### src/rtl/spi_fb_writer.sv
// SPI word stream to double-buffered framebuffer writer.
// Headers open write/swap transactions; data words become 1-cycle-latency framebuffer writes.
module spi_fb_writer #(
   parameter int ADDR_WIDTH = 11,
   parameter int FB_WORDS   = 2048
) (
   input  logic                  clk,
   input  logic                  resetn,
   input  logic [31:0]           word_in,
   input  logic                  word_valid,
   input  logic                  word_first,
   input  logic                  frame_start,
   output logic                  fb_we,
   output logic [ADDR_WIDTH:0]   fb_waddr,
   output logic [23:0]           fb_wdata,
   output logic                  disp_bank,
   output logic                  swap_pending,
   output logic                  overflow,
   output logic                  proto_err
);

   // One extra bit so FB_WORDS == 2**ADDR_WIDTH still compares correctly.
   localparam logic [ADDR_WIDTH:0] LAST_WORD = (ADDR_WIDTH+1)'(FB_WORDS - 1);
   localparam logic [7:0]          CMD_WRITE = 8'h01;
   localparam logic [7:0]          CMD_SWAP  = 8'h02;

   typedef enum logic [1:0] {IDLE, WRITE, DISCARD} state_t;

   state_t                state, state_nxt;
   logic [ADDR_WIDTH-1:0] addr, addr_nxt;
   logic                  wbank, wbank_nxt;
   logic                  we_nxt;
   logic [ADDR_WIDTH:0]   waddr_nxt;
   logic [23:0]           wdata_nxt;
   logic                  swap_set, ovf_set, perr_set;
   logic                  hdr, dat;
   logic [7:0]            cmd;
   logic [ADDR_WIDTH-1:0] start;

   assign hdr   = word_valid & word_first;
   assign dat   = word_valid & ~word_first;
   assign cmd   = word_in[31:24];
   assign start = word_in[ADDR_WIDTH-1:0];

   always_ff @(posedge clk or negedge resetn) begin
      if (!resetn) state <= IDLE;
      else         state <= state_nxt;
   end

   always_comb begin
      state_nxt = state;
      addr_nxt  = addr;
      wbank_nxt = wbank;
      we_nxt    = 1'b0;
      waddr_nxt = fb_waddr;
      wdata_nxt = fb_wdata;
      swap_set  = 1'b0;
      ovf_set   = 1'b0;
      perr_set  = 1'b0;
      if (hdr) begin
         // A header always wins, aborting whatever transaction was open.
         case (cmd)
            CMD_WRITE: begin
               if ({1'b0, start} <= LAST_WORD) begin
                  state_nxt = WRITE;
                  addr_nxt  = start;
                  wbank_nxt = ~disp_bank;
               end else begin
                  state_nxt = DISCARD;
                  ovf_set   = 1'b1;
               end
            end
            CMD_SWAP: begin
               swap_set  = 1'b1;
               state_nxt = IDLE;
            end
            default: begin
               perr_set  = 1'b1;
               state_nxt = IDLE;
            end
         endcase
      end else if (dat) begin
         case (state)
            WRITE: begin
               we_nxt    = 1'b1;
               waddr_nxt = {wbank, addr};
               wdata_nxt = word_in[23:0];
               if ({1'b0, addr} == LAST_WORD) state_nxt = DISCARD;
               else                           addr_nxt  = addr + 1'b1;
            end
            DISCARD: ovf_set  = 1'b1;
            default: perr_set = 1'b1;
         endcase
      end
   end

   always_ff @(posedge clk or negedge resetn) begin
      if (!resetn) begin
         addr      <= '0;
         wbank     <= 1'b1;
         fb_we     <= 1'b0;
         fb_waddr  <= '0;
         fb_wdata  <= '0;
         overflow  <= 1'b0;
         proto_err <= 1'b0;
      end else begin
         addr      <= addr_nxt;
         wbank     <= wbank_nxt;
         fb_we     <= we_nxt;
         fb_waddr  <= waddr_nxt;
         fb_wdata  <= wdata_nxt;
         overflow  <= overflow | ovf_set;
         proto_err <= proto_err | perr_set;
      end
   end

   // A swap requested on a frame_start edge waits for the following frame.
   always_ff @(posedge clk or negedge resetn) begin
      if (!resetn) begin
         disp_bank    <= 1'b0;
         swap_pending <= 1'b0;
      end else begin
         if (frame_start && swap_pending) disp_bank <= ~disp_bank;
         swap_pending <= swap_set | (swap_pending & ~frame_start);
      end
   end

endmodule

### config.mk
export PLATFORM = sky130hd
export DESIGN_NAME = spi_fb_writer
export DESIGN_NICKNAME = d
export VERILOG_FILES = /design/src/rtl/spi_fb_writer.sv
export SDC_FILE = /design/constraint.sdc
export NUM_CORES = 1
export LEC_CHECK = 0
export ABC_AREA = 0
export CORE_ASPECT_RATIO = 2
export CORE_MARGIN = 2
export CORE_UTILIZATION = 44
export CTS_BUF_LIST = sky130_fd_sc_hd__clkbuf_4 sky130_fd_sc_hd__clkbuf_8
export CTS_CLUSTER_SIZE = 10
export DETAILED_ROUTE_END_ITERATION = 7
export GPL_ROUTABILITY_DRIVEN = 0
export HOLD_SLACK_MARGIN = 0.05
export PLACE_DENSITY = 0.87
export SYNTH_ARGS = -nofsm -noshare
export SYNTH_HDL_FRONTEND = slang
export SYNTH_SLANG_ARGS = --single-unit
### constraint.sdc
create_clock -name clk -period 1.9 [get_ports clk]
set_clock_uncertainty 0.15 [all_clocks]
set_input_delay 0.285 -clock clk [delete_from_list [all_inputs] [get_ports clk]]
set_output_delay 0.285 -clock clk [all_outputs]
set_load 0.02 [all_outputs]
After elaboration in Yosys (flattened, before gate mapping)
Cells that the tools add are included.
- add/sub/neg operators: 1
- $mul: 0
- div/mod/pow operators: 0
- order comparisons: 0
- eq/ne operators: 7
- shift-type cells: 0
- muxes and demuxes: 22
- bitwise gates (word level): 10
- reduce and logical (&&, ||, !) cells: 10
- operators with widths (operator ; number):
    11-bit two-way mux ; 5
    1-bit two-way mux ; 13
    11-bit by 1-bit adder with 11-bit output (second input constant) ; 1
    11-bit equality test (second input constant) ; 1
    8-bit by 1-bit equality test with 1-bit output (second input constant) ; 1
    8-bit by 2-bit equality test with 1-bit output (second input constant) ; 1
    2-bit two-way mux ; 4
    3-bit AND reduction ; 2
    2-bit nonzero test ; 3
    1-bit NOT ; 4
    4-bit AND reduction ; 1
    2-bit OR reduction ; 2
    1-bit bitwise AND ; 3
    1-bit OR ; 3
    2-bit by 1-bit equality test with 1-bit output (second input constant) ; 1
    2-bit equality test (second input constant) ; 1
    2-bit by 1-bit != test with 1-bit output (second input constant) ; 1
    2-bit != test (second input constant) ; 1
    2-bit AND reduction ; 1
    1-bit logical AND ; 1
- register bits after elaboration: 55
- latch bits: 0
- memory bits (writable): 0
- bits in read-only memories: 0
- bits of input ports: 37
- output and inout bits: 41
- logic and storage cells: 60
- memories kept: 0

Longest topological paths before layout
Gate-level depths: netlist of the first run.
- word-level depth: 6
- gate-level depth with buffers: 7
- gate-level depth less buffers: 6

Least setup slack after synthesis of the first run
No wires, ideal clock.
- kind: reg2reg
- start: reg addr[0]
- end: reg addr[2]
- arrival: 1.580 ns
- required time: 1.624 ns
- slack: 0.044 ns
- cell stages (with the launch flop): 7
- path through: dfrtp_1 > ha_1 > and4_1 > buf_6 > a41oi_4 > o22ai_1 > a221o_1
- longest elaborated chain between the ends: 5
- ends and longest elaborated chain (what ; RTL line ; RTL):
    start: declaration ; 30 ; logic [ADDR_WIDTH-1:0] addr, addr_nxt;
    start signal: assignment ; 107 ; addr <= addr_nxt;
    11-bit by 1-bit adder with 11-bit output ; 89 ; else addr_nxt = addr + 1'b1;
    11-bit two-way mux ; 88 ; if ({1'b0, addr} == LAST_WORD) state_nxt = DISCARD;
    11-bit two-way mux ; 83 ; case (state)
    11-bit two-way mux ; 82 ; end else if (dat) begin
    11-bit two-way mux ; 60 ; if (hdr) begin
Several ways; a longest one is shown, not always the timed one. The select of a mux whose other input is x is not followed.
A chain may end at the register's enable or synchronous reset.

Final worst setup path of the first run
- start: reg state[1]
- end: reg addr[6]
- longest elaborated chain between the ends: 3
- ends and longest elaborated chain (what ; RTL line ; RTL):
    start: declaration ; 29 ; state_t state, state_nxt;
    start signal: assignment ; 47 ; else state <= state_nxt;
    2-bit by 1-bit equality test with 1-bit output ; 83 ;
    2-bit nonzero test (no source line) ; n/a ;
    4-bit AND reduction (no source line) ; n/a ;
No other way between the ends.

==> flow_summary.yaml, run 1 <==
synth:
  async_flop_share_pct: 100
  synth_nets: 312
  synth-seq-cells: 55
  synth_most_common_cell: "nand2_1"
  avgSynthCellArea_um2: 9.31
  netlist.area_leader.share_pct: 53.4
  yosysSeqAreaShare_pct: 54.4
  ys_types: 49
  synth.area.top_cells: "dfrtp_1, nand2_1, ha_1"
  synth_common_cells: "nand2_1, dfrtp_1, inv_1, nand3_1, o21ai_0"
  synth_top_cell_by_area: "dfrtp_1"
  syn_inst: 272
  synth_ff_type: "dfrtp_1"
  synth-edff-count: 0
  netlist_area_mm2: 0.00253
  synth_warnings: 0
placed_design:
  pre_cts_ws_ns: -0.250
  placedCellCount: 422
  post-dp-hpwl_um: 5040
  placed_area_mm2: 0.00354
  port_buffers: 77
global_routing:
  grt_pass1_vias: 2442
  grt_max_degree: 36
  groute.usage.overall_pct: 22.0
  grt_pass1_wl_um: 11200
  overflow: 0
  grt_antenna_before_repair: 0
routing:
  drc: 0
  detail-route-antenna-nets: 0
  via_per_inst: 5.55
  vias: 2401
  routed_wl_um: 6810
  drtPass1Iterations: 6
  wire_per_inst_um: 15.7
  drt_first_iter_violations: 132
layout:
  drive_gt1_share_pct: 14.5
  nets: 411
  layoutNonFillerInstCount: 433
  syn2layout_area_growth_pct: 45.8
  design_area_mm2: 0.00369
  diodes: 0
floorplanning:
  pin_count: 78
  coreArea_mm2: 0.00561
  placementRows: 39
  die_area_mm2: 0.00642
  die_h_um: 111
  start_util_pct: 45.1
  chipWidth_um: 57.6
clocking:
  htree_levels: 2
  cts.clk_slew.worst_paths_ns: 0.10
  cts_tree: "built"
  clockRootBuffer: "clkbuf_8"
  clk_latency_ns: 0.31
  clk_path_buf_depth: 2
  cts.sinks: 55
  numCtsBuffers: 5
timing:
  clock.fmax_ghz: 0.545
  final_hold_viol_count: 0
  worst_slew_pin_slew_ns: 0.673
  slew_viol_final: 0
  setup_violations: 0
  period_needed_ns: 1.84
  setup_tns_ns: 0
  relSlewSlack_pct: 54.6
  rsz0062_at_grt: "true"
  fin_crit_sh_pct: 96.7
  worst_slack_ns: 0.0635
power:
  total_power_mw: 2.62
  powerDensity_mw_per_mm2: 710
  p_leak_nw: 1.75
  ir_worst_vdd_mv: 0.796
critical_path:
  crit_required_ns: 1.99
  critPathArrivalTime_ns: 1.92
  critPathCaptureType: "flip-flop"
  r2r_slack_ns: 0.06
  crit_type: "reg -> reg"
  critPathMaxFanout: 6
  start_kind: "flip-flop"
job:
  maxCapViolCount: 0
outcome:
  outcome: "finished clean"
worst_hold_path:
  min_path_type: "in -> async"
==> path summary, 6_finish.rpt <==
check	from	endpoint	cells after the start
min in group clk	overflow	overflow	1
max in group asynchronous	resetn	fb_wdata[16]	3
worst min-delay path	resetn	fb_waddr[11]	2
worst min register to register	overflow	overflow	1
worst max-delay path	state[1]	addr[6]	6
worst max register to register	state[1]	addr[6]	6
==> state kept, by name, summed over array words and instances (netlist names) <==
| register | count |
|---|---|
| fb_wdata | 24 |
| fb_waddr | 12 |
| addr | 11 |
| state | 2 |
| disp_bank | 1 |
| fb_we | 1 |
| overflow | 1 |
| proto_err | 1 |
| swap_pending | 1 |
| wbank | 1 |
==> cells in the final DEF, fill, tap and decap left out, types with 3 or more instances in the layout <==
cell type / n
a21oi_1: 4
a41oi_1: 3
buf_12: 3
buf_4: 24
clkbuf_8: 5
clkdlybuf4s50_1: 76
dfrtp_1: 54
inv_1: 7
nand2_1: 114
nand3_1: 7
nand4_1: 4
nor2_1: 6
o211ai_1: 3
o21ai_0: 7
o22ai_1: 3
==> cell type report <==
type                       count  area (µm²)
timing repair buffer         105        1020
inverter                       8        30.0
tap                           61        76.3
clock inverter                 3        46.3
multi-input combinational    196        1080
fill                         426        1920
clock buffer                   5        68.8
sequential                    55        1380
==> power by group <==
group | switching [mW] | internal (mW)
Clock | 0.404 | 0.397
Sequential | 0.0459 | 1.25
Combinational | 0.254 | 0.269
==> worst max-delay path: stages, from the launching register on <==
cell,delay (ns)
dfrtp_1,0.39
inv_1,0.08
ha_2,0.20
nand3b_1,0.21
a41o_2,0.35
a22o_1,0.24
a22oi_1,0.14
==> per-layer routing <==
| metal | global-route usage, % | vias to the layer above | wire [µm] |
|---|---|---|---|
| li1 | - | 1119 | - |
| met1 | 25.5 | 1121 | 2570 |
| met2 | 38.5 | 137 | 3450 |
| met3 | 4.08 | 24 | 541 |
| met4 | 8.84 | 0 | 253 |
| met5 | 0 | - | 0 |
==> cells by family after synthesis <==
family | after synthesis | synth area share, %
XOR/XNOR | 1 | 0.346
AND/OR/NAND/NOR | 153 | 27.0
adder cells (fa/ha/maj) | 3 | 1.48
flip-flops | 55 | 54.4
AO/OA/AOI/OAI | 38 | 12.7
multiplexers | 1 | 0.395
buffers and inverters | 21 | 3.71
==> metrics by stage <==
stage	hold slack [ns]	util [%]
2_1_floorplan	-0.161	-
3_3_place_gp	0.115	63.0
3_5_place_dp	0.135	63.0
4_1_cts	0.332	65.3
5_1_grt	0.350	65.8
6_report	0.312	65.8
==> what timing repair did <==
| item | in CTS | in global routing |
|---|---|---|
| setup buffers | 0 | 2 |
| gates resized for setup | 1 | 5 |
| hold buffers | 1 | 0 |
| hold endpoints to repair | 19 | 0 |
| setup endpoints to repair | 3 | 9 |
| pin swaps | 0 | 3 |
No activity file was read; power rests on OpenSTA's default activity.
==> run 2, diff against run 1 <==
--- a/config.mk
+++ b/config.mk
@@ -8,13 +8,14 @@
 export ABC_AREA = 0
 export CORE_ASPECT_RATIO = 2
 export CORE_MARGIN = 2
-export CORE_UTILIZATION = 44
+export CORE_UTILIZATION = 48
 export CTS_BUF_LIST = sky130_fd_sc_hd__clkbuf_4 sky130_fd_sc_hd__clkbuf_8
 export CTS_CLUSTER_SIZE = 10
 export DETAILED_ROUTE_END_ITERATION = 7
 export GPL_ROUTABILITY_DRIVEN = 0
 export HOLD_SLACK_MARGIN = 0.05
-export PLACE_DENSITY = 0.87
+export PLACE_DENSITY = 0.9
 export SYNTH_ARGS = -nofsm -noshare
 export SYNTH_HDL_FRONTEND = slang
 export SYNTH_SLANG_ARGS = --single-unit
+export TNS_END_PERCENT = 30
==> constraint.sdc (replaced) <==
create_clock -name clk -period 1.7 [get_ports clk]
set_clock_uncertainty 0.15 [all_clocks]
set_input_delay 0.255 -clock clk [delete_from_list [all_inputs] [get_ports clk]]
set_output_delay 0.255 -clock clk [all_outputs]
set_load 0.02 [all_outputs]
==> flow_summary.yaml, run 2 (synthesis results as in run 1) <==
outcome:
  outcome: "finished with violations"
  violations: "setup timing"
layout:
  largest_reg_flops: 24
  largest_register: "fb_wdata"
  syn2layout_area_growth_pct: 61.7
  mostFrequentLayoutCell: "nand2_1"
  drive_gt1_share_pct: 26.2
  design_area_mm2: 0.00409
  diodes: 0
  layout_common_cells: "nand2_1, dfrtp_1, buf_4, clkdlybuf4s50_1, dlymetal6s2s_1"
  reg_top3: "fb_wdata x24, fb_waddr x12, addr x11"
  nets: 432
routing:
  drtPass1Iterations: 5
  routed_wl_um: 7930
  vias: 2528
  detail-route-antenna-nets: 0
  wire_per_inst_um: 17.6
  via_per_inst: 5.61
  drc: 0
  drt_first_iter_violations: 120
power:
  ir_worst_vdd_mv: 1.10
  powerDensity_mw_per_mm2: 718
  switching_power_mw: 0.781
  clockPowerShare_pct: 30.7
  pwr-share-seq_pct: 49.2
  comb_power_share_pct: 20.1
  internal_power_mw: 2.16
  p_leak_nw: 2.44
  switching_share_pct: 26.6
critical_path:
  worstReg2RegStart: "state[1]"
  r2r_slack_ns: -0.1
  path_cells: "inv_2 -> ha_4 -> nand3b_1 -> buf_6 -> a41oi_4 -> o22ai_1 -> a221o_1"
  critPathArrivalTime_ns: 1.85
  critPathLaunch: "state[1]"
  critPathCaptureType: "flip-flop"
  crit_type: "reg -> reg"
  critPathMaxStageDelay_ns: 0.40
  cp.buffers_inverters: 2
  start_kind: "flip-flop"
  critPathMaxFanout: 3
  crit_family: "compound AO/OA/AOI/OAI gates"
  critical_path.slowest_cell: "dfrtp_1"
  crit_required_ns: 1.75
global_routing:
  overflow: 0
  groute.usage.overall_pct: 25.9
  grt_max_degree: 56
  grt_antenna_before_repair: 0
  grt_pass1_vias: 2524
  grt_pass1_wl_um: 12000
placed_design:
  post-dp-hpwl_um: 4950
  port_buffers: 77
  placed_area_mm2: 0.00361
  pre_cts_ws_ns: -0.407
floorplanning:
  die_area_mm2: 0.00591
  chipWidth_um: 55.4
  start_util_pct: 49.3
  die_h_um: 107
  placementRows: 37
  coreArea_mm2: 0.00514
  pin_count: 78
clocking:
  htree_levels: 2
  clk_path_buf_depth: 2
  cts.clk_slew.worst_paths_ns: 0.09
  cts_tree: "built"
  clk_latency_ns: 0.32
  numCtsBuffers: 5
  clockRootBuffer: "clkbuf_8"
  cts.sinks: 55
job:
  maxCapViolCount: 0
timing:
  relSlewSlack_pct: 61.7
  period_needed_ns: 1.80
  fin_crit_sh_pct: 106
  setup_tns_ns: -1.02
  setup_violations: 32
  final_hold_viol_count: 0
  worst_slew_pin_slew_ns: 0.568
  fin_hold_ws_ns: 0.312
  worst_slack_ns: -0.0974
  slew_viol_final: 0
  rsz0062_at_grt: "true"
  clock.fmax_ghz: 0.556
worst_hold_path:
  hold_start: "word_in[12]"
  min_path_type: "in -> reg"
run 2: power by group through the flow:
stage,Sequential (mW),Clock (mW),Combinational [mW]
final,1.45,0.902,0.592
after detailed placement,1.47,0,0.580
after CTS,1.45,0.918,0.570
after global routing,1.46,0.967,0.632
after global placement,1.47,0,0.568
after floorplan,1.57,0,0.119
run 2: what timing repair did:
item                                    4_1_cts  5_1_grt
hold buffers                                  1        0
endpoints found under the setup margin       30       73
resized for setup                            32       64
hold endpoints to repair                     55        0
buffers inserted                              8        3
pin swaps                                    10       19
cloned                                        0        3
run 2: through the flow:
| step | util (%) | power, mW | cells |
|---|---|---|---|
| after global routing | 79.7 | 3.06 | 451 |
| final | 79.7 | 2.94 | 451 |
| after detailed placement | 70.2 | 2.05 | 429 |
| after CTS | 74.5 | 2.94 | 446 |
| after global placement | 70.2 | 2.04 | 429 |
| after floorplan | - | 1.69 | 272 |
run 2: cell type report:
type,instances,area [µm²]
clock buffers,6,82.6
clock inverters,2,35.0
fillers,306,1040
inverters,8,33.8
multi-input cells,196,1220
flip-flops and latches,55,1380
well taps,58,72.6
repair buffers,126,1270
run 2: per-layer routing:
metal  vias up  part of all wire [%]  track usage, %
met5         -                     0               0
met4         0                   3.8            15.2
met3        24                   5.3            5.19
met2       112                    56            46.3
met1      1231                    35            27.6
li1       1161                     -               -
run 2: path summary, 6_finish.rpt:
check,cells after the start,end
worst min-delay path,3,fb_wdata[12]
worst max-delay path,7,addr[2]
worst min register to register,2,fb_waddr[4]
max in group asynchronous,3,wbank
min in group asynchronous,3,fb_wdata[3]
worst max register to register,7,addr[2]
run 2: worst min-delay path, delay by kind of cell:
family                 cells  cell delay (ns)
buffers and inverters      1             0.40
and+or+nand+nor            2             0.09
